==> src/rtl/ram_loader_pkg.sv <==
// ram_loader_pkg: shared FSM encodings and legal read latencies for ram_loader
package ram_loader_pkg;
  localparam logic [1:0] IDLE = 2'd0;
  localparam logic [1:0] LOAD = 2'd1;
  localparam logic [1:0] VERIFY = 2'd2;
  localparam logic [1:0] CHECK = 2'd3;
  localparam int RL_COMB = 1;
  localparam int RL_REG = 2;
endpackage

==> src/rtl/loader_valid_pipe.sv <==
// loader_valid_pipe: delays a read-issue flag by the memory read latency
module loader_valid_pipe
  import ram_loader_pkg::*;
#(
  parameter int DEPTH = RL_COMB
) (
  input  logic clock,
  input  logic reset_n,
  input  logic valid,
  output logic delayed
);
  logic [DEPTH-1:0] pipe;
  always_ff @(posedge clock) pipe <= !reset_n ? '0 : DEPTH'({pipe, valid});
  assign delayed = pipe[DEPTH-1];
endmodule

==> src/rtl/ram_loader.sv <==
// ram_loader: streams words into a RAM, reads them back and compares checksums
module ram_loader
  import ram_loader_pkg::*;
#(
  parameter int DATA_WIDTH = 8,
  parameter int ADDR_WIDTH = 4,
  parameter int READ_LATENCY = RL_COMB
) (
  input  logic                  clock,
  input  logic                  reset_n,
  input  logic                  start,
  input  logic [ADDR_WIDTH:0]   length,
  input  logic [DATA_WIDTH-1:0] in_data,
  input  logic                  in_valid,
  output logic                  in_ready,
  output logic                  wr_en,
  output logic [ADDR_WIDTH-1:0] wr_addr,
  output logic [DATA_WIDTH-1:0] wr_data,
  output logic [ADDR_WIDTH-1:0] rd_addr,
  input  logic [DATA_WIDTH-1:0] rd_data,
  output logic                  busy,
  output logic                  done,
  output logic                  pass,
  output logic                  error
);
  localparam int PIPE_DEPTH = READ_LATENCY == RL_REG ? RL_REG : RL_COMB;
  localparam logic [ADDR_WIDTH:0] DEPTH = {1'b1, {ADDR_WIDTH{1'b0}}};
  logic [1:0] state;
  logic [ADDR_WIDTH:0] len, wcnt, rcnt, ccnt;
  logic [DATA_WIDTH-1:0] wsum, rsum;
  logic rd_issue, captured;
  assign in_ready = state == LOAD;
  assign busy = state != IDLE;
  loader_valid_pipe #(.DEPTH(PIPE_DEPTH)) u_pipe (
    .clock(clock),
    .reset_n(reset_n),
    .valid(rd_issue),
    .delayed(captured)
  );
  always_ff @(posedge clock) begin
    if (!reset_n) begin
      state <= IDLE;
      len <= '0;
      wcnt <= '0;
      rcnt <= '0;
      ccnt <= '0;
      wsum <= '0;
      rsum <= '0;
      rd_issue <= 1'b0;
      wr_en <= 1'b0;
      wr_addr <= '0;
      wr_data <= '0;
      rd_addr <= '0;
      done <= 1'b0;
      pass <= 1'b0;
      error <= 1'b0;
    end else begin
      wr_en <= 1'b0;
      done <= 1'b0;
      case (state)
        IDLE: if (start) begin
          pass <= 1'b0;
          error <= 1'b0;
          wsum <= '0;
          rsum <= '0;
          wcnt <= '0;
          rcnt <= '0;
          ccnt <= '0;
          len <= length;
          if (length == '0) begin
            done <= 1'b1;
            pass <= 1'b1;
          end else if (length > DEPTH) begin
            done <= 1'b1;
            error <= 1'b1;
          end else state <= LOAD;
        end
        LOAD: if (in_valid) begin
          wr_en <= 1'b1;
          wr_addr <= wcnt[ADDR_WIDTH-1:0];
          wr_data <= in_data;
          wsum <= wsum + in_data;
          wcnt <= wcnt + 1'b1;
          if (wcnt + 1'b1 == len) state <= VERIFY;
        end
        VERIFY: begin
          rd_issue <= rcnt != len;
          if (rcnt != len) begin
            rd_addr <= rcnt[ADDR_WIDTH-1:0];
            rcnt <= rcnt + 1'b1;
          end
          if (captured) begin
            rsum <= rsum + rd_data;
            ccnt <= ccnt + 1'b1;
            if (ccnt + 1'b1 == len) state <= CHECK;
          end
        end
        CHECK: begin
          done <= 1'b1;
          pass <= wsum == rsum;
          error <= wsum != rsum;
          state <= IDLE;
        end
        default: state <= IDLE;
      endcase
    end
  end
endmodule

==> config.mk <==
export PLATFORM = sky130hd
export DESIGN_NAME = ram_loader
export DESIGN_NICKNAME = d
export VERILOG_FILES = /design/src/rtl/ram_loader_pkg.sv /design/src/rtl/loader_valid_pipe.sv /design/src/rtl/ram_loader.sv
export SDC_FILE = /design/constraint.sdc
export NUM_CORES = 1
export LEC_CHECK = 0
export BUFFER_PORTS_ARGS = -buffer_cell sky130_fd_sc_hd__buf_2
export CAP_MARGIN = 30
export CORE_MARGIN = 4
export CORE_UTILIZATION = 35
export CTS_BUF_LIST = sky130_fd_sc_hd__clkbuf_16
export DETAILED_ROUTE_END_ITERATION = 16
export HOLD_SLACK_MARGIN = 0.03
export PLACE_DENSITY_LB_ADDON = 0.25
export SLEW_MARGIN = 20
export SYNTH_ARGS = -nofsm -noshare
export SYNTH_HDL_FRONTEND = slang
export SYNTH_SLANG_ARGS = --single-unit
==> constraint.sdc <==
create_clock -name clock -period 2.42 [get_ports clock]
set_input_delay 0.121 -clock clock [delete_from_list [all_inputs] [get_ports clock]]
set_output_delay 0.121 -clock clock [all_outputs]
set_load 0.02 [all_outputs]
==> flow_metrics.env, run 1 <==
export IMPL_outcome="finished clean"
export IMPL_comb_power_share=0.300
export IMPL_routed_wl_mm=8.23
export IMPL_place_hpwl_mm=6.05
export IMPL_grt_ovfl_total=0
export IMPL_avgViaCountPerCell=4.99
export IMPL_pwr_share_clk=0.362
export IMPL_slew_headroom=0.606
export IMPL_cp_max_fo=4
export IMPL_setup_violations=0
export IMPL_postSynthAreaPerCell_um2=8.58
export IMPL_maxCapViolCount=0
export IMPL_yosysSeqAreaShare=0.348
export IMPL_io_pins=47
export IMPL_grt_pass1_wl_mm=13.8
export IMPL_fmax_mhz=437
export IMPL_slowest_delay_ps=400
export IMPL_ant_nets=0
export IMPL_port_buffers=46
export IMPL_synth_distinct_cells=45
export IMPL_die_area_um2=11500
export IMPL_drive_gt1_frac=0.161
export IMPL_ir_worst_vdd_mv=0.452
export IMPL_clock_skew_ps=5.41
export IMPL_fin_setup_tns_ps=0
export IMPL_die_w_um=107
export IMPL_critPathKind="reg -> reg"
export IMPL_grt_pass1_vias=2891
export IMPL_drv_slew=0
export IMPL_cts_sinks=60
export IMPL_ctsResizeCount=0
export IMPL_grt_use_total=0.150
export IMPL_start_kind="flip-flop"
export IMPL_drc=0
export IMPL_hold_path_class="in -> reg"
export IMPL_p_switching_uw=1170
export IMPL_crit_chain="ha_1 -> nand3_1 -> xor2_1 -> xnor2_1 -> or4_1 -> a222oi_1 -> buf_4 -> mux2i_1"
export IMPL_start_util=0.367
export IMPL_r2r_start="wcnt[1]"
export IMPL_ys_flop_type="dfxtp_1"
export IMPL_wl_per_cell_um=14.1
export IMPL_synth_edff_count=0
export IMPL_endpoint_kind="flip-flop"
export IMPL_synth_fp_nets=453
export IMPL_crit_required_ps=2670
export IMPL_power_leakage_uw=0.00179
export IMPL_chipHeight_um=107
export IMPL_fin_crit_sh=0.946
export IMPL_power_density_nw_per_um2=830
export IMPL_p_seq_frac=0.339
export IMPL_antenna_cells=0
export IMPL_period_minus_slack_ps=2290
export IMPL_r2r_end="state[0]"
export IMPL_h_tree_depth=3
export IMPL_cts_buffers=9
export IMPL_clock_latency_ps=330
export IMPL_row_count=35
export IMPL_hold_buffers=0
export IMPL_slowest_stage="or4_1"
export IMPL_nNetsFinal=501
export IMPL_whs_endpoint="wr_data[4]"
export IMPL_vias=2910
export IMPL_area_growth_pct=19.6
export IMPL_arrival_ps=2540
export IMPL_cts_root_buf="clkbuf_16"
export IMPL_clk_pin_slew_ps=50
export IMPL_worstMarginPinSlew_ps=587
export IMPL_synth_area_um2=3450
export IMPL_drtIter0Drc=99
export IMPL_cts_tree="done"
export IMPL_async_flop_share=0
export IMPL_drt_first_pass_iters=4
export IMPL_p_int_uw=2260
export IMPL_holdCritStartpoint="in_data[4]"
export IMPL_synthCells=402
export IMPL_grt_max_degree=41
export IMPL_hold_depth=3
export IMPL_hold_ws_ps=53.5
export IMPL_ys_warn_count=0
export IMPL_hold_viol=0
export IMPL_ys_seq_elements=60
export IMPL_clk_path_buf_depth=2
export IMPL_postLayoutCoreUtil=0.438
export IMPL_core_area_um2=9420
export IMPL_p_sw_frac=0.342
export IMPL_rrSetupSlack_ps=130
export IMPL_reg2reg_depth=8
export IMPL_antenna_found_initial=0
export IMPL_place_gp_congestion=0.785
[per-stage QoR]
step / instances / cell area, um^2 / total power [uW] / setup WS [ps]
after floorplan: 402 / 3450 / 1870 / 275
after global placement: 567 / 3840 / 2160 / 282
after detailed placement: 567 / 3840 / 2180 / 162
after CTS: 582 / 4120 / 3440 / 141
after global routing: 583 / 4130 / 3610 / -39.4
final: 583 / 4130 / 3430 / 131
[worst max-delay path: cells and delay by family, from the launching register on]
family | cells | cell delay, ps
XOR/XNOR | 2 | 310
adder cells (fa/ha/maj) | 1 | 270
buffers and inverters | 1 | 200
AND/OR/NAND/NOR | 2 | 510
flip-flops | 1 | 370
AO/OA/AOI/OAI | 1 | 360
multiplexers | 1 | 190
[registers in the layout, indices dropped and copies added, names as in the netlist, 2 cells and up]
signal and count:
ccnt 5, wcnt 5, rsum 8, rd_addr 4, len 5, wr_data 8
wsum 8, rcnt 5, state 2, wr_addr 4
[layout by cell type (no fill, tap or decap), drive strengths merged, types with 2 or more instances in the layout]
cell | netlist | final
nor3 | 4 | 4
a21o | 5 | 5
nand2 | 48 | 48
nor2 | 16 | 16
dfxtp | 60 | 60
fa | 2 | 2
nand2b | 6 | 6
buf | 3 | 58
inv | 11 | 11
a21boi | 22 | 22
and2 | 6 | 6
a22oi | 12 | 12
mux2i | 7 | 7
nand4 | 6 | 6
a211o | 2 | 2
a21oi | 15 | 15
clkinv | 0 | 4
nand3 | 19 | 19
ha | 24 | 24
nor2b | 23 | 23
nor4b | 2 | 2
a31oi | 4 | 4
xor2 | 16 | 16
nor3b | 3 | 3
clkbuf | 18 | 9
o21bai | 5 | 5
and3 | 6 | 6
nand3b | 4 | 4
or4 | 2 | 2
o211ai | 4 | 4
xnor2 | 22 | 22
o21ai | 16 | 16
[worst max-delay path by stage]
stage,startpoint,cells after the start,end
global placement,wcnt[1],7,state[0]
floorplan,wcnt[0],7,state[0]
CTS,wcnt[1],7,state[0]
global route,wcnt[1],8,state[0]
finish,wcnt[1],8,state[0]
detailed placement,wcnt[1],7,state[0]
[logic make-up (layout without fill, tap and decap cells)]
| group | after synthesis | count (layout) | synth area share |
|---|---|---|---|
| compound gates | 91 | 91 | 0.177 |
| xor+xnor | 38 | 38 | 0.0986 |
| fa+ha+maj | 26 | 26 | 0.0986 |
| buf+inv | 32 | 84 | 0.0373 |
| flops | 60 | 60 | 0.348 |
| mux | 7 | 7 | 0.0203 |
| simple gates | 148 | 148 | 0.220 |
[power groups by stage]
stage | registers (uW) | clock network [uW] | logic, uW
global route | 1170 | 1310 | 1130
detailed placement | 1180 | 0 | 996
finish | 1160 | 1240 | 1030
floorplan | 1200 | 0 | 666
global placement | 1180 | 0 | 987
CTS | 1160 | 1270 | 1000
[cell usage after synthesis, types with 2 or more instances]
| cell | count | area, um^2 |
|---|---|---|
| nor2b_1 | 23 | 144 |
| clkbuf_1 | 18 | 67.6 |
| a21boi_1 | 5 | 37.5 |
| a21o_1 | 5 | 37.5 |
| o21ai_0 | 14 | 70.1 |
| nand3b_1 | 4 | 30.0 |
| dfxtp_1 | 60 | 1200 |
| and3_1 | 6 | 37.5 |
| nor3_1 | 4 | 20.0 |
| nand4_1 | 6 | 37.5 |
| a211o_1 | 2 | 17.5 |
| nor2_1 | 16 | 60.1 |
| o21ai_1 | 2 | 10.0 |
| or4_1 | 2 | 15.0 |
| a22oi_1 | 12 | 90.1 |
| fa_1 | 2 | 40.0 |
| nor3b_1 | 3 | 22.5 |
| o21bai_1 | 5 | 37.5 |
| a31oi_1 | 4 | 25.0 |
| inv_1 | 11 | 41.3 |
| xnor2_1 | 21 | 184 |
| nor4b_1 | 2 | 17.5 |
| nand2_1 | 48 | 180 |
| nand3_1 | 19 | 95.1 |
| a21boi_0 | 17 | 128 |
| xor2_1 | 16 | 140 |
| ha_1 | 24 | 300 |
| a21oi_1 | 15 | 75.1 |
| and2_1 | 6 | 37.5 |
| mux2i_1 | 7 | 70.1 |
| o211ai_1 | 4 | 30.0 |
| nand2b_1 | 6 | 37.5 |
[final cells by class]
| type | count | area [um^2] |
|---|---|---|
| tap | 129 | 161 |
| fill | 979 | 5290 |
| multi-input combinational | 310 | 2120 |
| clock buffer | 9 | 225 |
| inverter | 11 | 41.3 |
| sequential | 60 | 1200 |
| clock inverter | 6 | 56.3 |
| timing repair buffer | 58 | 320 |
[per-layer routing]
metal / vias up / GRT usage / share of wire
li1: 1499 / - / -
met1: 1365 / 0.195 / 0.49
met2: 39 / 0.246 / 0.47
met3: 7 / 0.0396 / 0.036
met4: 0 / 0.0384 / 0.010
met5: - / 0 / 0
[repair_timing]
item	in CTS	in global routing
setup buffers	0	1
endpoints found under the hold margin	0	0
setup endpoints to repair	0	2
No activity file was read; power rests on OpenSTA's default activity.
==> run 2: changes to the inputs <==
- BUFFER_PORTS_ARGS: -buffer_cell sky130_fd_sc_hd__buf_2 -> default
- DONT_BUFFER_PORTS: default -> 1
- RECOVER_POWER: default -> 25
==> run 2 against run 1 <==
  * Hold slack better by 18 ps
  * Sequential power up 4%
  * Register-to-register slack improved by 40 ps
  * Global-route usage up 0.35 points
  * Highest routed layer unchanged
  * Core utilization decreased by 0.37 points
==> flow_metrics.env, run 2 (synthesis gave the netlist of run 1 again) <==
export IMPL_outcome="finished clean"
export IMPL_pwr_share_clk=0.365
export IMPL_cp_max_fo=4
export IMPL_whs_endpoint="rsum[6]"
export IMPL_comb_power_share=0.274
export IMPL_cts_tree="done"
export IMPL_final_cell_mix="dfxtp_1, nand2_1, nor2b_1, ha_1, xnor2_1"
export IMPL_holdCritStartpoint="reset_n"
export IMPL_place_gp_congestion=0.839
export IMPL_io_pins=47
export IMPL_cts_sinks=60
export IMPL_drc=0
export IMPL_maxCapViolCount=0
export IMPL_slowest_stage="a222oi_1"
export IMPL_grt_ovfl_total=0
export IMPL_p_switching_uw=1130
export IMPL_p_int_uw=2230
export IMPL_drtIter0Drc=107
export IMPL_drv_slew=0
export IMPL_die_area_um2=11500
export IMPL_setup_ws_ps=173
export IMPL_slew_headroom=0.658
export IMPL_fin_crit_sh=0.928
export IMPL_setup_violations=0
export IMPL_slowest_delay_ps=510
export IMPL_place_hpwl_mm=5.78
export IMPL_clock_latency_ps=330
export IMPL_wl_per_cell_um=15.2
export IMPL_grt_pass1_vias=2777
export IMPL_power_leakage_uw=0.00164
export IMPL_die_w_um=107
export IMPL_hold_path_class="in -> reg"
export IMPL_postLayoutCoreUtil=0.435
export IMPL_drive_gt1_frac=0.0613
export IMPL_regArea_um2=1200
export IMPL_r2r_start="wcnt[1]"
export IMPL_rsz0062_at_grt="no"
export IMPL_period_minus_slack_ps=2250
export IMPL_core_area_um2=9420
export IMPL_clk_path_buf_depth=2
export IMPL_ant_nets=0
export IMPL_hold_ws_ps=71.8
export IMPL_endpoint_kind="flip-flop"
export IMPL_clock_skew_ps=7.34
export IMPL_largestRegisters="rsum: 8 flops, wr_data: 8 flops, wsum: 8 flops"
export IMPL_crit_chain="ha_4 -> nand3_1 -> xor2_2 -> xnor2_1 -> or4_1 -> a222oi_1 -> mux2i_1"
export IMPL_drt_first_pass_iters=4
export IMPL_antenna_cells=0
export IMPL_hold_viol=0
export IMPL_avgViaCountPerCell=5.16
export IMPL_cts_buffers=9
export IMPL_fin_setup_tns_ps=0
export IMPL_grt_max_degree=65
export IMPL_cts_root_buf="clkbuf_16"
export IMPL_nFillCells=950
export IMPL_h_tree_depth=3
export IMPL_grt_pass1_wl_mm=13.9
export IMPL_worstMarginPinSlew_ps=512
export IMPL_clk_pin_slew_ps=50
export IMPL_p_sw_frac=0.336
export IMPL_reg2reg_depth=7
export IMPL_antenna_found_initial=0
export IMPL_hold_depth=2
export IMPL_mostFrequentLayoutCell="dfxtp_1"
export IMPL_crit_required_ps=2670
export IMPL_multi_input_area_um2=2140
export IMPL_row_count=35
export IMPL_grt_use_total=0.153
export IMPL_p_seq_frac=0.361
export IMPL_area_growth_pct=18.6
export IMPL_start_kind="flip-flop"
export IMPL_rrSetupSlack_ps=170
export IMPL_vias=2851
export IMPL_port_buffers=0
export IMPL_power_density_nw_per_um2=819
export IMPL_arrival_ps=2500
export IMPL_routed_wl_mm=8.38
export IMPL_start_util=0.367
export IMPL_critPathKind="reg -> reg"
export IMPL_r2r_end="state[0]"
export IMPL_chipHeight_um=107
export IMPL_nNetsFinal=471
export IMPL_fmax_mhz=445
export IMPL_ir_worst_vdd_mv=0.470
export IMPL_place_ws_ps=147
[run 2: cell types whose count changed in the layout (fill, tap and decap cells not counted), moves of 2 or more]
cell           before  now
clkinv_2            3    0
clkinv_1            1    3
dlygate4sd3_1       0   17
buf_4              12   10
buf_2              46    0
[run 2: through the flow]
stage	instances	power (uW)	instance area, um^2
after floorplan	402	1870	3450
after global placement	520	2090	3600
after detailed placement	520	2100	3600
after CTS	553	3390	4070
after global routing	553	3560	4090
final	553	3350	4090
[run 2: power groups by stage]
| stage | Sequential, uW | Combinational, uW | Clock, uW |
|---|---|---|---|
| after floorplan | 1200 | 666 | 0 |
| after global routing | 1220 | 1040 | 1300 |
| after global placement | 1230 | 860 | 0 |
| after detailed placement | 1230 | 869 | 0 |
| final | 1210 | 919 | 1220 |
| after CTS | 1210 | 920 | 1260 |
[run 2: cell type report]
| cell class | instances | area share |
|---|---|---|
| Clock buffer | 9 | 0.0550 |
| Clock inverter | 6 | 0.0138 |
| Inverter | 11 | 0.0101 |
| Multi-Input combinational cell | 310 | 0.523 |
| Sequential cell | 60 | 0.294 |
| Tap cell | 129 | 0.0394 |
| Timing Repair Buffer | 28 | 0.0648 |
[run 2: how the worst max path moves through the flow]
stage,startpoint,end,slack (ps)
finish,wcnt[1],state[0],170
floorplan,wcnt[0],state[0],280
CTS,wcnt[1],state[0],130
global route,wcnt[1],state[0],10
global placement,wcnt[1],state[0],280
detailed placement,wcnt[1],state[0],150
[run 2: metal layers]
layer | routed length [um] | vias to the layer above | GRT usage
li1 | - | 1443 | -
met1 | 3940 | 1338 | 0.202
met2 | 3860 | 62 | 0.235
met3 | 519 | 8 | 0.0540
met4 | 65 | 0 | 0.0457
met5 | 0 | - | 0
[run 2: critical path, delay by kind of cell, from the launching register on]
family	cells	cell delay, ps
multiplexers	1	250
flip-flops	1	410
AO/OA/AOI/OAI	1	510
XOR/XNOR	2	300
adder cells (fa/ha/maj)	1	190
AND/OR/NAND/NOR	2	520
[run 2: repair_timing]
action	CTS	global route
gates resized for setup	0	3
hold buffers	18	0
setup buffers	0	0
setup endpoints to repair	0	2
hold endpoints to repair	58	0
==> run 3: changes to the inputs <==
- ABC_AREA: default -> 1
==> run 3 against run 2 <==
  * Via count grew 4.9%
  * Global-route usage is 0.29 points lower
  * Register-to-register slack better by 340 ps
  * Cell area shrank 3.9%
  * Synthesized cell count grew 17%
  * Critical path type unchanged
==> flow_metrics.env, run 3 <==
export IMPL_slew_headroom=0.651
export IMPL_grt_pass1_vias=2954
export IMPL_yosysSeqAreaShare=0.355
export IMPL_yosysTopAreaCell="dfxtp_1"
export IMPL_cts_tree="done"
export IMPL_ctsResizeCount=0
export IMPL_place_hpwl_mm=6.09
export IMPL_hold_ws_ps=87.7
export IMPL_grt_pass1_wl_mm=13.6
export IMPL_place_gp_congestion=0.806
export IMPL_grt_ovfl_total=0
export IMPL_io_pins=47
export IMPL_cts_root_buf="clkbuf_16"
export IMPL_die_w_um=106
export IMPL_endpoint_kind="flip-flop"
export IMPL_synthCells=472
export IMPL_drv_slew=0
export IMPL_largestRegisters="rsum: 8 flops, wr_data: 8 flops, wsum: 8 flops"
export IMPL_fin_crit_sh=0.787
export IMPL_clk_path_buf_depth=2
export IMPL_synth_area_leaders="dfxtp_1, nand2_1, ha_1"
export IMPL_core_area_um2=9330
export IMPL_placed_cell_area_um2=3510
export IMPL_rrSetupSlack_ps=510
export IMPL_startpoint="state[0]"
export IMPL_cp_max_fo=11
export IMPL_synth_edff_count=0
export IMPL_antenna_found_initial=0
export IMPL_power_leakage_uw=0.00171
export IMPL_async_flop_share=0
export IMPL_cts_buffers=9
export IMPL_worstMarginPinSlew_ps=523
export IMPL_fmax_mhz=525
export IMPL_hold_path_class="in -> reg"
export IMPL_dr_wl_met2_mm=3.78
export IMPL_wl_met1_mm=3.89
export IMPL_r2r_start="state[0]"
export IMPL_drc=0
export IMPL_reg2reg_depth=10
export IMPL_postSynthAreaPerCell_um2=7.17
export IMPL_clock_skew_ps=6.22
export IMPL_r2r_end="ccnt[1]"
export IMPL_mostFrequentLayoutCell="nand2_1"
export IMPL_row_count=35
export IMPL_routed_wl_mm=8.20
export IMPL_power_density_nw_per_um2=905
export IMPL_ys_flop_type="dfxtp_1"
export IMPL_endpoint="ccnt[1]"
export IMPL_die_area_um2=11300
export IMPL_area_growth_pct=16.3
export IMPL_synth_most_common_cell="nand2_1"
export IMPL_clock_latency_ps=320
export IMPL_ant_nets=0
export IMPL_vias=2992
export IMPL_h_tree_depth=3
export IMPL_grt_max_degree=31
export IMPL_chipHeight_um=106
export IMPL_p_seq_frac=0.391
export IMPL_outcome="finished clean"
export IMPL_highest_layer="met4"
export IMPL_ir_worst_vdd_mv=0.489
export IMPL_postLayoutCellArea_um2=3930
export IMPL_p_int_uw=2190
export IMPL_synth_fp_nets=523
export IMPL_p_sw_frac=0.385
export IMPL_fin_setup_tns_ps=0
export IMPL_drt_first_pass_iters=4
export IMPL_port_buffers=0
export IMPL_critPathKind="reg -> reg"
export IMPL_ys_warn_count=0
export IMPL_final_cell_mix="nand2_1, nor2_1, dfxtp_1"
export IMPL_crit_required_ps=2600
export IMPL_postLayoutCoreUtil=0.422
export IMPL_setup_violations=0
export IMPL_grt_use_total=0.150
export IMPL_pwr_share_clk=0.304
export IMPL_start_util=0.363
export IMPL_start_kind="flip-flop"
export IMPL_synth_top_area_frac=0.355
export IMPL_hold_viol=0
export IMPL_ys_seq_elements=60
export IMPL_comb_power_share=0.306
export IMPL_wl_per_cell_um=13.2
export IMPL_totalPowerFinal_uw=3560
export IMPL_cts_sinks=60
export IMPL_p_switching_uw=1370
export IMPL_synth_distinct_cells=34
export IMPL_wl_met3_um=486
export IMPL_clk_pin_slew_ps=50
export IMPL_synth_area_um2=3380
export IMPL_antenna_cells=0
export IMPL_arrival_ps=2090
export IMPL_drtIter0Drc=203
export IMPL_ys_top_cells_by_count="nand2_1, nor2_1, dfxtp_1"
export IMPL_nNetsFinal=541
export IMPL_maxCapViolCount=0
export IMPL_rsz0062_at_grt="no"
export IMPL_drive_gt1_frac=0.0749
export IMPL_avgViaCountPerCell=4.80
export IMPL_nFillCells=938
export IMPL_period_minus_slack_ps=1910
==> run 3: cell count changes after synthesis, moves of 11 or more <==
cell and change:
nor2b_1 -23, xnor2_1 -16, a21boi_0 -15, nand3_1 +11
a21oi_1 +36, nor2_1 +45, nand2_1 +43, inv_1 +33
o21ai_0 +18
==> run 3: timing repair <==
item / CTS / global route
setup buffers: 0 / 0
hold buffers: 14 / 0
hold endpoints to repair: 30 / 0
==> run 3: per-layer routing <==
metal / GRT usage / up-vias
met3: 0.0540 / 2
li1: - / 1601
met1: 0.184 / 1333
met2: 0.254 / 56
met4: 0.0305 / 0
met5: 0 / -
==> run 3: worst min-delay path by stage <==
stage                     cells after the start        from              to
final                                         3  in_data[0]         wsum[0]
after global routing                          3  in_data[0]         wsum[0]
after CTS                                     3  in_data[0]         wsum[0]
after detailed placement                      2     reset_n  u_pipe.delayed
after global placement                        2     reset_n  u_pipe.delayed
after floorplan                               2   length[0]          len[0]
==> run 3: logic make-up (layout without fill, tap and decap cells) <==
kind of cell / Yosys count / count (layout) / synth area share
compound gates: 98 / 98 / 0.159
xor+xnor: 17 / 17 / 0.0440
fa+ha+maj: 26 / 26 / 0.101
buf+inv: 59 / 81 / 0.0692
flops: 60 / 60 / 0.355
simple gates: 212 / 212 / 0.272
==> run 3: per-stage QoR <==
step / setup slack (ps) / std cells
floorplan: 763 / 472
global placement: 544 / 592
detailed placement: 479 / 592
CTS: 466 / 621
global route: 314 / 623
finish: 515 / 623
==> run 3: final cells by class <==
type                            count  area, um^2  share of cell area
Clock inverter                      6        25.0             0.00636
Timing Repair Buffer               20         200              0.0509
Clock buffer                        9         225              0.0573
Tap cell                          129         161              0.0410
Inverter                           46         173              0.0439
Sequential cell                    60        1200               0.305
Multi-Input combinational cell    353        1950               0.495
==> run 3: power groups by stage <==
| stage | logic, uW | registers, uW | clock network [uW] |
|---|---|---|---|
| 3_5_place_dp | 1060 | 1410 | 0 |
| 6_report | 1090 | 1390 | 1080 |
| 3_3_place_gp | 1050 | 1410 | 0 |
| 5_1_grt | 1250 | 1410 | 1160 |
| 4_1_cts | 1090 | 1390 | 1120 |
| 2_1_floorplan | 873 | 1370 | 0 |
==> run 3: worst max-delay path: stages (launching register included) <==
cell     delay [ps]
dfxtp_1         350
inv_1            80
ha_1            230
inv_1           230
nor2_2          100
inv_1           100
o21ai_2          60
nor2_1          220
inv_1           230
nand2_1         100
a21oi_1          60
